--- src/rtl/pkt_pkg.sv ---
// pkt_pkg: frame constants, field offsets and TX state encoding shared by tx_fsm and rx_fsm.
package pkt_pkg;
  typedef logic [2:0] tx_state_t;
  localparam tx_state_t S_IDLE    = 3'd0;
  localparam tx_state_t S_SFD     = 3'd1;
  localparam tx_state_t S_TYPE    = 3'd2;
  localparam tx_state_t S_SIZE    = 3'd3;
  localparam tx_state_t S_PAYLOAD = 3'd4;
  localparam tx_state_t S_FCS     = 3'd5;
  localparam tx_state_t S_ABORT   = 3'd6;
  localparam tx_state_t S_GAP     = 3'd7;
  localparam logic [31:0] C_SFD_DEF         = 32'h5555557F;
  localparam logic [15:0] C_PACKET_TYPE_DEF = 16'h1234;
  localparam logic [7:0]  C_SIZE_MIN_DEF    = 8'h08;
  localparam int OFS_SFD     = 0;
  localparam int OFS_TYPE    = 4;
  localparam int OFS_SIZE    = 6;
  localparam int OFS_PAYLOAD = 7;
endpackage

--- src/rtl/tx_fcs_acc.sv ---
// tx_fcs_acc: modulo-256 byte accumulator for the frame check byte.
module tx_fcs_acc (
  input  logic       clk_in,
  input  logic       rst_in,
  input  logic       clr,
  input  logic       en,
  input  logic [7:0] din,
  output logic [7:0] sum
);
  always_ff @(posedge clk_in) begin
    if (rst_in || clr) sum <= '0;
    else if (en) sum <= sum + din;
  end
endmodule

--- src/rtl/tx_fsm.sv ---
// tx_fsm: frame transmitter (SFD, type, size, payload, FCS, gap) with abort and stats.
// Define TX_FCS_PAYLOAD_EN to include payload bytes in the FCS sum.
module tx_fsm
  import pkt_pkg::*;
#(
  parameter int          ADDR_WIDTH         = 9,
  parameter int          DATA_WIDTH         = 8,
  parameter int          MAX_PACKET_CNT_VAL = 20,
  parameter logic [31:0] C_SFD              = C_SFD_DEF,
  parameter logic [15:0] C_PACKET_TYPE      = C_PACKET_TYPE_DEF,
  parameter logic [7:0]  C_SIZE_MIN         = C_SIZE_MIN_DEF,
  parameter int          C_IFG              = 12
) (
  input  logic                  clk_in,
  input  logic                  rst_in,
  input  logic                  start_in,
  input  logic [ADDR_WIDTH-1:0] base_addr_in,
  input  logic [7:0]            size_in,
  input  logic                  abort_in,
  output logic [ADDR_WIDTH-1:0] rd_addr,
  output logic                  rd_en,
  input  logic [DATA_WIDTH-1:0] rd_data,
  output logic [7:0]            txd_out,
  output logic                  txdv_out,
  output logic                  txer_out,
  output logic                  busy,
  output logic                  done,
  output logic                  rej,
  output logic [15:0]           stat_packet_tx_cnt,
  output logic [15:0]           stat_packet_abt_cnt
);
  localparam logic [15:0] CNT_MAX  = 16'(MAX_PACKET_CNT_VAL);
  localparam logic [7:0]  IFG_LAST = 8'(C_IFG - 1);
  tx_state_t state;
  logic [7:0] cnt, size_q, fcs_sum;
  logic aborted, pay_last, fcs_en;
  assign pay_last = cnt == size_q - 8'd1;
  assign busy     = state != S_IDLE;
  assign txdv_out = busy && state != S_GAP;
  assign txer_out = state == S_ABORT;
  // Reads run one cycle ahead so rd_data lines up with the PAYLOAD cycles.
  assign rd_en    = state == S_SIZE || (state == S_PAYLOAD && !pay_last);
`ifdef TX_FCS_PAYLOAD_EN
  assign fcs_en   = state == S_TYPE || state == S_SIZE || state == S_PAYLOAD;
`else
  assign fcs_en   = state == S_TYPE || state == S_SIZE;
`endif
  assign txd_out  = state == S_SFD     ? 8'(C_SFD >> {~cnt[1:0], 3'b000}) :
                    state == S_TYPE    ? (cnt[0] ? C_PACKET_TYPE[7:0] : C_PACKET_TYPE[15:8]) :
                    state == S_SIZE    ? size_q :
                    state == S_PAYLOAD ? 8'(rd_data) :
                    state == S_FCS     ? fcs_sum : 8'h00;
  tx_fcs_acc u_fcs (
    .clk_in (clk_in),
    .rst_in (rst_in),
    .clr    (state == S_IDLE),
    .en     (fcs_en),
    .din    (txd_out),
    .sum    (fcs_sum)
  );
  always_ff @(posedge clk_in) begin
    if (rst_in) begin
      state               <= S_IDLE;
      cnt                 <= '0;
      size_q              <= '0;
      rd_addr             <= '0;
      aborted             <= 1'b0;
      done                <= 1'b0;
      rej                 <= 1'b0;
      stat_packet_tx_cnt  <= '0;
      stat_packet_abt_cnt <= '0;
    end else begin
      done <= 1'b0;
      rej  <= 1'b0;
      if (rd_en) rd_addr <= rd_addr + 1'b1;
      if (abort_in && txdv_out && !txer_out) begin
        state   <= S_ABORT;
        cnt     <= '0;
        aborted <= 1'b1;
        if (stat_packet_abt_cnt != CNT_MAX) stat_packet_abt_cnt <= stat_packet_abt_cnt + 16'd1;
      end else begin
        case (state)
          S_IDLE: if (start_in) begin
            if (size_in >= C_SIZE_MIN) begin
              state   <= S_SFD;
              cnt     <= '0;
              rd_addr <= base_addr_in;
              size_q  <= size_in;
              aborted <= 1'b0;
            end else rej <= 1'b1;
          end
          S_SFD: begin
            state <= cnt == 8'd3 ? S_TYPE : S_SFD;
            cnt   <= cnt == 8'd3 ? 8'd0 : cnt + 8'd1;
          end
          S_TYPE: begin
            state <= cnt[0] ? S_SIZE : S_TYPE;
            cnt   <= cnt[0] ? 8'd0 : cnt + 8'd1;
          end
          S_SIZE: state <= S_PAYLOAD;
          S_PAYLOAD: begin
            state <= pay_last ? S_FCS : S_PAYLOAD;
            cnt   <= pay_last ? 8'd0 : cnt + 8'd1;
          end
          S_FCS: begin
            state <= S_GAP;
            cnt   <= '0;
            if (stat_packet_tx_cnt != CNT_MAX) stat_packet_tx_cnt <= stat_packet_tx_cnt + 16'd1;
          end
          S_ABORT: begin
            state <= S_GAP;
            cnt   <= '0;
          end
          default: begin
            state <= cnt == IFG_LAST ? S_IDLE : S_GAP;
            cnt   <= cnt == IFG_LAST ? 8'd0 : cnt + 8'd1;
            done  <= cnt == IFG_LAST && !aborted;
          end
        endcase
      end
    end
  end
endmodule

--- config.mk ---
export PLATFORM = sky130hd
export DESIGN_NAME = tx_fsm
export DESIGN_NICKNAME = d
export VERILOG_FILES = /design/src/rtl/pkt_pkg.sv /design/src/rtl/tx_fcs_acc.sv /design/src/rtl/tx_fsm.sv
export SDC_FILE = /design/constraint.sdc
export NUM_CORES = 1
export LEC_CHECK = 0
export BUFFER_PORTS_ARGS = -buffer_cell sky130_fd_sc_hd__buf_4
export CAP_MARGIN = 25
export CORE_MARGIN = 1.5
export CORE_UTILIZATION = 40
export DETAILED_ROUTE_END_ITERATION = 7
export GPL_TIMING_DRIVEN = 0
export PLACE_DENSITY = 0.73
export SLEW_MARGIN = 10
export SYNTH_ARGS = -nofsm -noshare
export SYNTH_HDL_FRONTEND = slang
export SYNTH_SLANG_ARGS = --single-unit
--- constraint.sdc ---
create_clock -name clk_in -period 3.12 [get_ports clk_in]
set_input_delay 0.312 -clock clk_in [delete_from_list [all_inputs] [get_ports clk_in]]
set_output_delay 0.312 -clock clk_in [all_outputs]
set_load 0.005 [all_outputs]
; Yosys cells after proc, flatten, opt, wreduce, memory -nomap -nowiden
; Index checks and enable logic that the tools add are counted.
[totals]
regBits = 71
wordCells = 98
inputBits = 29
out_inout_bits = 55
[classes]
order_cmp = 1
shift = 1
mux = 31
n_bitwise = 5
n_addsub = 6
n_eq_ne = 16
n_reduce_logical = 27
[op_table]
columns = operator, n
row1 = 8-bit two-way mux, 11
row2 = 8-bit case mux with 6 select lines, 1
row3 = 9-bit two-way mux, 5
row4 = "16-bit by 1-bit adder with 16-bit output, second input constant", 2
row5 = "16-bit by 5-bit inequality test with 1-bit output, second input constant", 2
row6 = "31-bit by 5-bit right shift with 8-bit output, first input constant", 1
row7 = 3-bit case mux with 6 select lines, 1
row8 = 3-bit two-way mux, 4
row9 = "9-bit by 1-bit adder with 9-bit output, second input constant", 1
row10 = "3-bit equality test, second input constant", 3
row11 = "3-bit inequality test, second input constant", 3
row12 = 3-bit AND reduction, 3
row13 = 9-bit OR reduction, 1
row14 = "8-bit by 1-bit adder with 8-bit output, second input constant", 1
row15 = 8-bit adder, 1
row16 = "8-bit by 2-bit equality test with 1-bit output, second input constant", 1
row17 = "8-bit by 4-bit equality test with 1-bit output, second input constant", 1
row18 = 8-bit equality test, 1
row19 = "8-bit by 4-bit greater-or-equal comparator with 1-bit output, second input constant", 1
row20 = "8-bit by 1-bit subtractor with 8-bit output, second input constant", 1
row21 = 1-bit two-way mux, 7
row22 = "3-bit by 2-bit equality test with 1-bit output, second input constant", 2
row23 = 6-bit two-way mux, 1
row24 = 2-bit AND reduction, 3
row25 = other kinds (14), 29

; Logic depth before layout (Yosys ltp)
[depth]
depth_word = 10
mapped_depth = 15
mapped_depth_nobuf = 14

; By module
; From an unflattened synthesis, not the netlist that was laid out.
[hier_totals]
cells_unflattened = 552
area_unflattened_um2 = 4404.2
[by_module_without_submodules]
columns = mod, seq_area_each_um2, cells_per_inst, instances, area_each_um2
row1 = tx_fsm, 1261.2, 483, 1, 3813.7
row2 = tx_fcs_acc, 160.2, 69, 1, 590.6

; Least setup slack after synthesis
; No wires, ideal clock.
[synth_timing]
kind = register to register
startpoint = reg state[0]
endpoint = reg u_fcs.sum[7]
setup_time_ps = 116
stages_incl_launch_ff = 14
t_required_ps = 3004
arrival_time_ps = 3003
slack_ps = 1
path_buffers = 3
period_less_slack_ps = 3119
path_cell_list = dfxtp_1 -> buf_2 -> buf_1 -> clkbuf_1 -> o21ai_0 -> nor2b_1 -> o21ai_0 -> ha_1 -> a21oi_1 -> o21ai_0 -> a2111oi_0 -> or4_1 -> a211oi_1 -> a31o_2
[synth_via]
elab_chain_cells = 7
elab_cells_between_ends = 14
cone_classes = add/sub: 1 / eq/ne: 5 / mux: 5 / reduce/logical: 3
[synth_lines]
columns = item, line_no
row1 = from (decl), tx_fsm.sv:34  ; tx_state_t state;
row2 = from (signal assigned), tx_fsm.sv:93  ; state <= cnt == 8'd3 ? S_TYPE : S_SFD;
row3 = from (signal assigned), tx_fsm.sv:97  ; state <= cnt[0] ? S_SIZE : S_TYPE;
row4 = from (signal assigned), tx_fsm.sv:102  ; state <= pay_last ? S_FCS : S_PAYLOAD;
row5 = 3-bit equality test, tx_fsm.sv:52  ; state == S_FCS ? fcs_sum : 8'h00;
row6 = 8-bit two-way mux, tx_fsm.sv:52
row7 = 8-bit two-way mux, tx_fsm.sv:51  ; state == S_PAYLOAD ? 8'(rd_data) :
row8 = 8-bit two-way mux, tx_fsm.sv:50  ; state == S_SIZE ? size_q :
row9 = 8-bit two-way mux, tx_fsm.sv:49  ; state == S_TYPE ? (cnt[0] ? C_PACKET_TYPE[7:0] : C_PACKET_TYPE[15:8]) :
row10 = 8-bit two-way mux (*), tx_fsm.sv:48  ; assign txd_out = state == S_SFD ? 8'(C_SFD >> {~cnt[1:0], 3'b000}) :
row11 = via txd_out[2], tx_fsm.sv:23  ; output logic [7:0] txd_out,
row12 = 8-bit adder (*), tx_fcs_acc.sv:12  ; else if (en) sum <= sum + din;
row13 = to (signal assigned), tx_fcs_acc.sv:12
row14 = to (decl), tx_fcs_acc.sv:8  ; output logic [7:0] sum
; Mark *: on every way through the listed nets, which the timed path passes. The rest lies on a longest branch.
; A chain may end at the register's enable or synchronous reset.

; Final worst setup path
[layout_timing]
startpoint = reg size_q[0]
endpoint = out rd_en
[layout_via]
elab_chain_cells = 5
[layout_lines]
columns = item, line_no
row1 = from (decl), tx_fsm.sv:35  ; logic [7:0] cnt, size_q, fcs_sum;
row2 = from (signal assigned), tx_fsm.sv:88  ; size_q <= size_in;
row3 = 8-bit by 1-bit subtractor with 8-bit output, tx_fsm.sv:37  ; assign pay_last = cnt == size_q - 8'd1;
row4 = 8-bit equality test, tx_fsm.sv:37
row5 = 1-bit zero test, tx_fsm.sv:42  ; assign rd_en = state == S_SIZE || (state == S_PAYLOAD && !pay_last);
row6 = 1-bit logical AND, tx_fsm.sv:42
row7 = 1-bit logical OR, tx_fsm.sv:42
row8 = to (decl), tx_fsm.sv:21  ; output logic rd_en,
; Every way passes these cells.

==> impl_metrics.py <==
metrics = {
    "run_status": {
        "status": "finished clean",
    },
    "synth": {
        "synth_edf_count": 0,
        "synth.distinct_cells": 69,
        "synth_area_um2": 4270,
        "synthArstFlopShare_pct": 0,
        "syn-num-nets": 586,
        "synth-seq-cells": 71,
        "yosysSeqAreaShare_pct": 33.3,
        "syn_inst": 541,
        "syn_area_per_cell_um2": 7.88,
        "yosysWarnings": 0,
        "synthFlopType": "dfxtp_1",
    },
    "pwr": {
        "swShare_pct": 38.4,
        "powerDensity_nw_per_um2": 695,
        "peakVddDrop_v": 0.000285,
        "p_leak_nw": 2.19,
        "switchingPower_w": 0.00144,
        "comb_power_share_pct": 43.9,
        "finalPower_w": 0.00376,
        "p_int_w": 0.00232,
        "clockPowerShare_pct": 25.9,
        "p_seq_share_pct": 30.2,
    },
    "setup_path": {
        "r2r_cells": 13,
        "slowest_delay_ps": 390,
        "critPathSlowestCell": "dfxtp_1",
        "critPathKind": "flop to primary output",
        "arrival_ps": 2670,
        "crit_chain": "inv_1 -> ha_2 -> or3b_1 -> a211oi_2 -> o211ai_2 -> o31ai_4 -> buf_6 -> nand2_2 -> buf_4",
        "path_max_fanout": 10,
        "end_kind": "primary output",
        "cp.required_ps": 2810,
        "cp-start-kind": "flop",
    },
    "die": {
        "core_area_um2": 10300,
        "fp.dieArea_um2": 11300,
        "die_w_um": 106,
        "initial_core_util_pct": 41.3,
        "rows": 37,
        "io_pins": 84,
        "die_y_um": 106,
    },
    "sta": {
        "period_needed_ps": 2980,
        "setup_viol": 0,
        "drv_slew": 0,
        "tightest_slew_ps": 594,
        "tns_ps": 0,
        "finalHoldViolCount": 0,
        "skew_ps": 9.00,
        "rsz0062_at_grt": "true",
        "hold_ws_ps": 196,
        "setup_ws_ps": 135,
        "slew_headroom_pct": 60.4,
        "fmax_mhz": 335,
        "fin_crit_sh_pct": 95.7,
    },
    "final_layout": {
        "synthToLayoutAreaGrowth_pct": 26.8,
        "post-route-cell-area_um2": 5410,
        "post_route_cells_drive_above_1_share_pct": 22.5,
        "diodes": 0,
        "fin_nets": 681,
    },
    "global_route": {
        "grt_pass1_vias": 3984,
        "antenna_found_initial": 0,
        "globalRoute.totalOverflow": 0,
        "grt_max_degree": 20,
        "track_usage_pct": 21.5,
        "grt_pass1_wl_mm": 19.5,
    },
    "clocking": {
        "htreeDepth": 3,
        "cts_sinks": 71,
        "clkSlewWorstSetupHoldPaths_ps": 80,
        "clk-insertion-delay-late_ps": 360,
        "cts_buffer_depth": 2,
        "cts_buffers": 9,
        "cts_hold_buffers": 0,
        "cts_tree": "done",
        "root_buffer": "clkbuf_8",
    },
    "place": {
        "portBuffers": 83,
        "dp_hpwl_mm": 8.90,
        "gp_congestion": 0.908,
        "dp_slack_ps": -698,
        "place_area_um2": 5060,
    },
    "routing": {
        "wl_per_cell_um": 15.2,
        "ant_nets": 0,
        "vias": 4188,
        "wl_mm": 11.8,
        "drt_iter0_drc": 261,
        "drc": 0,
        "firstDrtPassIters": 5,
        "avgViaCountPerCell": 5.39,
    },
    "flow_run": {
        "drv_cap": 0,
    },
    "worst_hold_path": {
        "hold_depth": 3,
        "min_path_type": "input pin to flop",
    },
}
-- Yosys cell counts (all sizes together), types with 11 or more instances --
cell | number | area, um^2
nor3 | 14 | 75.1
xnor2 | 22 | 193
a21oi | 40 | 208
nand2 | 63 | 239
o21ai | 25 | 125
a211oi | 17 | 143
buf | 11 | 66.3
dfxtp | 71 | 1420
ha | 15 | 188
and3 | 18 | 115
xor2 | 25 | 219
nand4 | 11 | 68.8
clkbuf | 19 | 71.3
inv | 25 | 93.8
nor2 | 65 | 251
nand3 | 22 | 115
-- power by group through the flow --
| stage | Combinational (W) | Sequential [W] | Clock [W] |
|---|---|---|---|
| floorplan | 0.00107 | 0.00113 | 0 |
| global placement | 0.00155 | 0.00115 | 0 |
| detailed placement | 0.00157 | 0.00115 | 0 |
| CTS | 0.00160 | 0.00113 | 0.000994 |
| global route | 0.00180 | 0.00115 | 0.00104 |
| finish | 0.00165 | 0.00114 | 0.000973 |
-- cell type report --
class / instances / area [um^2]
multi-input combinational: 415 / 2660
clock inverter: 4 / 98.8
sequential: 71 / 1420
tap: 136 / 170
timing repair buffer: 85 / 638
buffer: 29 / 163
fill: 972 / 4920
clock buffer: 12 / 165
inverter: 25 / 93.8
-- worst paths after layout --
kind | slack, ps | end | start
max | 140 | rd_en | size_q[0]
min reg2reg | 480 | u_fcs.sum[2] | u_fcs.sum[2]
min | 200 | rd_addr[0] | base_addr_in[0]
max reg2reg | 170 | u_fcs.sum[7] | state[0]
-- worst max-delay path, delay by kind of cell, from the launching register on --
kind	cells	cell delay, ps
compound gates	3	730
fa+ha+maj	1	240
buf+inv	3	490
flops	1	390
simple gates	2	460
-- timing repair --
| item | CTS | global route |
|---|---|---|
| pin swaps | 2 | 1 |
| endpoints found under the hold margin | 0 | 0 |
| setup buffers | 1 | 1 |
| gates resized for setup | 13 | 14 |
| endpoints found under the setup margin | 5 | 3 |
-- flip-flops by register name, indices dropped and copies added, names as in the netlist --
register             count
stat_packet_abt_cnt     16
cnt                      8
u_fcs.sum                8
rej                      1
rd_addr                  9
stat_packet_tx_cnt      16
aborted                  1
state                    3
size_q                   8
done                     1
-- cell usage in the layout, fill, tap and decap left out, types with 4 or more instances in the layout --
master / instances
a21oi_1: 37
o21ai_1: 8
a21o_1: 4
and3_1: 16
clkbuf_1: 16
a211oi_1: 14
xnor2_1: 22
nand4_1: 11
nor2_1: 64
clkbuf_8: 12
o21ai_0: 16
o22ai_1: 5
dfxtp_1: 71
o31ai_1: 4
nand3_1: 21
mux2i_1: 4
nor3_1: 12
xor2_1: 25
nand2_1: 62
buf_6: 4
and2_1: 4
ha_1: 14
or3_1: 4
inv_1: 24
buf_4: 87
-- stage by stage --
stage,util [%],cells
floorplan,-,541
finish,52.4,777
CTS,51.8,776
global route,52.4,777
detailed placement,49.0,760
global placement,49.0,760
-- cells by family (layout without fill, tap and decap cells) --
| kind of cell | count (synthesis) | after routing | share of synthesized area [%] |
|---|---|---|---|
| AND/OR/NAND/NOR | 227 | 227 | 26.4 |
| AO/OA/AOI/OAI | 119 | 119 | 18.9 |
| flip-flops | 71 | 71 | 33.3 |
| buffers and inverters | 55 | 155 | 5.43 |
| XOR/XNOR | 47 | 47 | 9.65 |
| adder cells (fa/ha/maj) | 16 | 16 | 4.87 |
| multiplexers | 6 | 6 | 1.44 |
-- layer usage --
metal  wire (um)  GRT usage, %
met1        5390          27.9
met2        5620          35.5
met3         626          4.48
met4         204          7.24
met5           0             0
Note: power is estimated with default switching activity, not from simulation.
